==> src/rtl/fetch_stage.sv <==
// -----------------------------------------------------------------------------
// fetch_stage
//   Instruction-fetch stage and IF/ID pipeline register of the 8-bit processor.
//   Owns the PC, which drives the instruction-memory address directly from a
//   register. The word returned by the combinational instruction memory is
//   captured into the IF/ID register for the decoder. The stage also handles
//   start/halt, decode stalls and taken-branch redirects. Every redirect
//   inserts exactly one bubble.
//
//   state   | meaning
//   --------+--------------------------------------------------------------
//   IDLE    | after reset; PC and IF/ID hold; waits for iStart
//   RUN     | fetching; one action per edge: halt > branch > stall > normal
//   HALTED  | HALT reached decode; everything frozen until Reset
//
// Ports
//   Clock          in   rising-edge clock
//   Reset          in   synchronous, active-high reset
//   iStart         in   leave IDLE and begin fetching
//   iStall         in   decode cannot accept; hold PC and IF/ID
//   iBranchTaken   in   branch in ID is taken
//   iBranchOffset  in   signed offset of the branch in ID
//   iHalt          in   instruction in ID is HALT
//   iIMemData      in   instruction memory read data for oIMemAddr
//   oIMemAddr      out  current PC / instruction memory address
//   oIdInstr       out  IF/ID instruction word
//   oIdPC          out  PC of oIdInstr
//   oIdValid       out  oIdInstr is real (0 = bubble)
//   oHalted        out  stage is HALTED
//   oFetchCount    out  words captured into IF/ID since reset, saturating
// -----------------------------------------------------------------------------
module fetch_stage #(
    parameter int unsigned              PC_WIDTH    = 10,
    parameter int unsigned              INSTR_WIDTH = 16,
    parameter int unsigned              OFF_WIDTH   = 6,
    parameter logic [PC_WIDTH-1:0]      RESET_PC    = '0
) (
    input  logic                        Clock,
    input  logic                        Reset,
    input  logic                        iStart,
    input  logic                        iStall,
    input  logic                        iBranchTaken,
    input  logic [OFF_WIDTH-1:0]        iBranchOffset,
    input  logic                        iHalt,
    input  logic [INSTR_WIDTH-1:0]      iIMemData,
    output logic [PC_WIDTH-1:0]         oIMemAddr,
    output logic [INSTR_WIDTH-1:0]      oIdInstr,
    output logic [PC_WIDTH-1:0]         oIdPC,
    output logic                        oIdValid,
    output logic                        oHalted,
    output logic [15:0]                 oFetchCount
);

    typedef enum logic [1:0] {
        IDLE   = 2'd0,
        RUN    = 2'd1,
        HALTED = 2'd2
    } state_t;

    state_t                     state_q, state_d;
    logic [PC_WIDTH-1:0]        pc_q, pc_d;
    logic [INSTR_WIDTH-1:0]     id_instr_q, id_instr_d;
    logic [PC_WIDTH-1:0]        id_pc_q, id_pc_d;
    logic                       id_valid_q, id_valid_d;
    logic [15:0]                fetch_cnt_q, fetch_cnt_d;

    logic [PC_WIDTH-1:0]        off_sext;
    logic [PC_WIDTH-1:0]        branch_target;

    // Target is relative to the instruction after the branch; the sum is kept
    // at PC_WIDTH bits so overflow wraps around the address space.
    assign off_sext      = {{(PC_WIDTH-OFF_WIDTH){iBranchOffset[OFF_WIDTH-1]}}, iBranchOffset};
    assign branch_target = id_pc_q + PC_WIDTH'(1) + off_sext;

    always_comb begin
        state_d     = state_q;
        pc_d        = pc_q;
        id_instr_d  = id_instr_q;
        id_pc_d     = id_pc_q;
        id_valid_d  = id_valid_q;
        fetch_cnt_d = fetch_cnt_q;

        case (state_q)
            IDLE: begin
                // No capture on the start edge; the first fetch happens in RUN.
                if (iStart) begin
                    state_d = RUN;
                end
            end
            RUN: begin
                // A bubble in ID never halts or redirects.
                if (iHalt && id_valid_q) begin
                    state_d    = HALTED;
                    id_valid_d = 1'b0;
                end else if (iBranchTaken && id_valid_q) begin
                    // Flush the wrong-path word; stall is irrelevant here.
                    pc_d       = branch_target;
                    id_valid_d = 1'b0;
                end else if (!iStall) begin
                    id_instr_d = iIMemData;
                    id_pc_d    = pc_q;
                    id_valid_d = 1'b1;
                    pc_d       = pc_q + PC_WIDTH'(1);
                    if (fetch_cnt_q != 16'hFFFF) begin
                        fetch_cnt_d = fetch_cnt_q + 16'd1;
                    end
                end
            end
            HALTED: begin
            end
            default: begin
                state_d = IDLE;
            end
        endcase
    end

    always_ff @(posedge Clock) begin
        if (Reset) begin
            state_q     <= IDLE;
            pc_q        <= RESET_PC;
            id_instr_q  <= '0;
            id_pc_q     <= '0;
            id_valid_q  <= 1'b0;
            fetch_cnt_q <= '0;
        end else begin
            state_q     <= state_d;
            pc_q        <= pc_d;
            id_instr_q  <= id_instr_d;
            id_pc_q     <= id_pc_d;
            id_valid_q  <= id_valid_d;
            fetch_cnt_q <= fetch_cnt_d;
        end
    end

    assign oIMemAddr   = pc_q;
    assign oIdInstr    = id_instr_q;
    assign oIdPC       = id_pc_q;
    assign oIdValid    = id_valid_q;
    assign oHalted     = (state_q == HALTED);
    assign oFetchCount = fetch_cnt_q;

endmodule

==> config.mk <==
export PLATFORM = sky130hd
export DESIGN_NAME = fetch_stage
export DESIGN_NICKNAME = d
export VERILOG_FILES = /design/src/rtl/fetch_stage.sv
export SDC_FILE = /design/constraint.sdc
export NUM_CORES = 1
export LEC_CHECK = 0
export ABC_AREA = 1
export BUFFER_PORTS_ARGS = -buffer_cell sky130_fd_sc_hd__buf_2
export CORE_UTILIZATION = 59
export CTS_BUF_LIST = sky130_fd_sc_hd__clkbuf_4
export DETAILED_ROUTE_END_ITERATION = 7
export PLACE_DENSITY = 0.94
export REMOVE_ABC_BUFFERS = 1
export SYNTH_ARGS = -nofsm -noshare
export SYNTH_HDL_FRONTEND = slang
export SYNTH_SLANG_ARGS = --single-unit
export TNS_END_PERCENT = 100
==> constraint.sdc <==
create_clock -name Clock -period 4.7 [get_ports Clock]
set_input_delay 0.94 -clock Clock [delete_from_list [all_inputs] [get_ports Clock]]
set_output_delay 0.94 -clock Clock [all_outputs]
set_load 0.01 [all_outputs]
Yosys cells after proc, flatten, opt, wreduce, memory -nomap -nowiden. Cells that the tools add are included.

Add/subtract/negate cells: 4. Eq/ne operators: 7. Multiplexer cells: 8. Bitwise logic cells: 4. Reductions and logical operators: 8.

Operators with widths (number): $add 10x1->10 const B (2); $mux 10 (2); $add 16x1->16 const B (1); $ne 16x16->1 const B (1); $add 10x10->10 (1); $pmux 2 s3 (1); $reduce_and 3->1 (2); $reduce_and 5->1 (1); $mux 2 (2); $ne 2x2->1 const B (2); $not 1->1 (4); $reduce_and 4->1 (1); $mux 1 (3); $ne 3x1->1 const B (1); $eq 2x1->1 const B (1); $eq 2x2->1 const B (1); $logic_and 1x1->1 (2); $logic_not 2->1 (1); $ne 2x1->1 const B (1); $reduce_and 2->1 (1).

Flip-flop bits (word level): 55. Logic and storage cells: 37.

Longest topological paths before layout.
Word-level depth: 3. Depth in mapped cells: 14. Gate-level depth less buffers: 14.

Worst setup path before layout. No wires, ideal clock.

Path kind: input to register. Start: input iBranchOffset[0]. End: register pc_q[8], in the netlist oIMemAddr[8]. Library setup time: 0.138 ns. Arrival: 2.137 ns. Data required time: 4.562 ns. Path slack: 2.425 ns. Cell stages on the path: 14. Path buffers: 0. Cell sequence: inv_1 ha_1 inv_1 fa_1 nand2_1 nand2_1 nand2_1 nand2_1 nand2_1 nand2_1 nand2_1 nand3_1 nand2_1 a21oi_1.

Longest elaborated chain between the ends: 2.

RTL lines: start: declaration (line 43) `input logic [OFF_WIDTH-1:0] iBranchOffset,`; $add 10x10->10 (line 73) `assign branch_target = id_pc_q + PC_WIDTH'(1) + off_sext;`; $mux 10 (line 95) `end else if (iBranchTaken && id_valid_q) begin`; end signal: assignment (line 127) `pc_q <= pc_d;`; end: declaration (line 61) `logic [PC_WIDTH-1:0] pc_q, pc_d;`.

Every way passes these cells. A chain may end at the register's enable or synchronous reset.

Worst setup path in the final report.
Start: input iBranchTaken. End: register id_pc_q[0], in the netlist oIdPC[0].

Longest elaborated chain between the ends: 3.

RTL lines: start: declaration (line 42) `input logic iBranchTaken,`; $logic_and 1x1->1 (line 95); $not 1->1 (no source line); $reduce_and 4->1 (no source line); end signal: assignment (line 129) `id_pc_q <= id_pc_d;`; end: declaration (line 63) `logic [PC_WIDTH-1:0] id_pc_q, id_pc_d;`.

Every way passes these cells.

==> impl_metrics.toml <==
[run_status]
outcome = "complete, no violations"

[global_routing]
first_global_vias = 2832
grt_max_degree = 41
grtUsageTotal = 0.280
antenna_found_initial = 0
grt-ovfl-total = 0
grt_pass1_wl_um = 11900

[sta]
max_freq_mhz = 403
slew_violations = 0
tightest_slew_ns = 0.988
finalHoldViolCount = 0
relSlewSlack = 0.340
finalSetupViolCount = 0
tns_ns = 0
rsz0062_at_grt = "false"
fin_crit_ns = 2.48
fin_skew_ns = 0.0246
period_share = 0.528

[yosys]
synth-simple-area-share = 0.295
yosysWarnings = 0
synth.area.mux_share = 0
synth_area_um2 = 3040
ys_types = 33
netlist_instances = 443
ys_top_cells_by_area = "dfxtp_1 36%, nand2_1 11%, nor2_1 9.3%"
synth_xor_area_frac = 0.0433
synth_fa_ha_area_frac = 0.0519
syn_avg_cell_area_um2 = 6.85
ys_ff_latch = 55
synth_top_area_share = 0.363
synth.yosys.seq_area_share = 0.363
yosysTopAreaCell = "dfxtp_1"
synth_top_family_by_area = "simple AND/OR/NAND/NOR gates"
synth-compound-area-share = 0.164

[place]
gp_congestion = 0.967
placed_cells = 576
dp_hpwl_um = 5510
port_buffers = 81

[clocking]
ctsHtreeMaxLevel = 2
root_buffer = "clkbuf_4"
clk_pin_slew_ns = 0.16
numCtsBuffers = 5
post_cts_buffers = 0
ctsHoldBuffers = 0
worstSkewPairLatency_ns = 0.38
cts.sinks = 55
cts_resized = 0
clk_path_buf_depth = 2
cts_tree = "yes"

[layout]
stdcell_count = 583
areaGrowthSynthToFinish_pct = 15.6
num_antenna_cells = 0
final_layout_size_suffix_gt1_frac = 0.213
nets = 556

[power]
p_leak_nw = 1.66
ir_worst_vdd_uv = 235
powerDensity_nw_per_um2 = 251

[setup_path]
crit_type = "in -> reg"
start_kind = "input port"
cp.required_ns = 4.98
critPathMaxFanout = 28
critPathArrivalTime_ns = 2.76
end_kind = "flop"

[floorplan]
initial_core_util = 0.626
core_area_um2 = 4850
ioPinCount = 82
die_y_um = 73.7
fp-row-count = 25
die_w_um = 73.7
fp.dieArea_um2 = 5440

[drt]
drc = 0
via_count = 3160
route.antenna.remaining_nets = 0
drt-vias-per-instance = 5.42
finalWirelength_um = 7320
wire_per_inst_um = 12.6
drt-pass1-iter-count = 5
drtIter0Drc = 254

[worst_hold_path]
hp-class = "reg -> reg"

[flow_run]
cap_violations = 0
==> power breakdown <==
part | total [mW] | leakage, nW | internal [mW] | switching (mW)
Sequential | 0.510 | 0.447 | 0.489 | 0.0209
Combinational | 0.166 | 1.19 | 0.0624 | 0.103
Clock | 0.206 | 0.0277 | 0.0577 | 0.148
==> critical path: stages <==
cell and delay, ns:
buf_2 0.10, nand2_2 0.23, inv_2 0.19, nor3_4 0.32, buf_4 0.32, inv_1 0.33, o21ai_0 0.26, a21oi_1 0.05
==> cells in the mapped netlist <==
| library cell | instances |
|---|---|
| o21bai_1 | 1 |
| nand2_4 | 1 |
| buf_2 | 4 |
| inv_1 | 43 |
| o211ai_1 | 1 |
| a31oi_1 | 2 |
| nor2_4 | 2 |
| nand2_2 | 2 |
| nand3b_1 | 1 |
| o21ai_1 | 1 |
| a21oi_2 | 8 |
| clkbuf_1 | 9 |
| nand4_1 | 2 |
| nor2_1 | 75 |
| a21oi_1 | 32 |
| ha_1 | 11 |
| buf_4 | 1 |
| clkbuf_2 | 1 |
| fa_1 | 1 |
| o21a_1 | 1 |
| dfxtp_1 | 55 |
| nand3_1 | 23 |
| nand4_2 | 1 |
| and3_1 | 1 |
| inv_2 | 4 |
| nor3_4 | 2 |
| buf_6 | 1 |
| a21oi_4 | 1 |
| nor3_1 | 8 |
| o21ai_0 | 42 |
| xnor2_1 | 4 |
| nand2_1 | 91 |
| xor2_1 | 11 |
==> layer usage <==
metal / up-vias / GRT usage / routed length [um] / part of all wire
li1: 1570 / - / - / -
met4: 0 / 0.0919 / 139 / 0.019
met3: 16 / 0.0439 / 359 / 0.049
met5: - / 0 / 0 / 0
met1: 1446 / 0.322 / 3080 / 0.42
met2: 128 / 0.524 / 3750 / 0.51
==> final timing paths <==
| check | cells after the start | slack, ns | endpoint | from |
|---|---|---|---|---|
| worst max register to register | 7 | 2.45 | oIdPC[0] | oIdValid |
| worst min register to register | 2 | 0.51 | oIdPC[0] | oIdPC[0] |
| worst min-delay path | 2 | 0.51 | oIdPC[0] | oIdPC[0] |
| worst max-delay path | 8 | 2.22 | oIdPC[0] | iBranchTaken |
==> state kept, by name (all words and copies together), names as in the netlist <==
| register | flops |
|---|---|
| oFetchCount | 16 |
| oIdInstr | 16 |
| oIMemAddr | 10 |
| oIdPC | 10 |
| state_q | 2 |
| oIdValid | 1 |
==> stage by stage <==
step	hold WS, ns	util	area (um^2)	total power [mW]	setup WS, ns
global placement	0.469	0.713	3460	0.678	1.87
global route	0.535	0.724	3510	0.925	2.03
detailed placement	0.486	0.713	3460	0.684	1.81
floorplan	0.494	-	2960	0.618	1.99
finish	0.509	0.724	3510	0.882	2.22
CTS	0.504	0.724	3510	0.886	2.22
==> placed cells by master, fill, tap and decap left out, drive strengths merged, types with 2 or more instances in the layout <==
| cell | Yosys | routed |
|---|---|---|
| xnor2 | 4 | 4 |
| nand2 | 94 | 94 |
| clkbuf | 10 | 5 |
| o21ai | 43 | 43 |
| nand4 | 3 | 3 |
| nor3 | 10 | 10 |
| xor2 | 11 | 11 |
| dfxtp | 55 | 55 |
| a21oi | 41 | 41 |
| nand3 | 23 | 23 |
| inv | 47 | 48 |
| ha | 11 | 11 |
| nor2 | 77 | 77 |
| buf | 6 | 82 |
| a31oi | 2 | 2 |
==> final cells by class <==
type,count,area (um^2)
tap,67,83.8
inverter,47,176
fill,380,1340
clock buffer,5,37.5
sequential,55,1100
multi-input combinational,325,1680
clock inverter,2,16.3
timing repair buffer,82,413
==> kinds of logic (layout without fill, tap and decap cells) <==
logic type	Yosys count	count (layout)
compound gates	89	89
buf+inv	63	136
flops	55	55
fa+ha+maj	12	12
simple gates	209	209
xor+xnor	15	15
(Power assumes the default switching activity.)
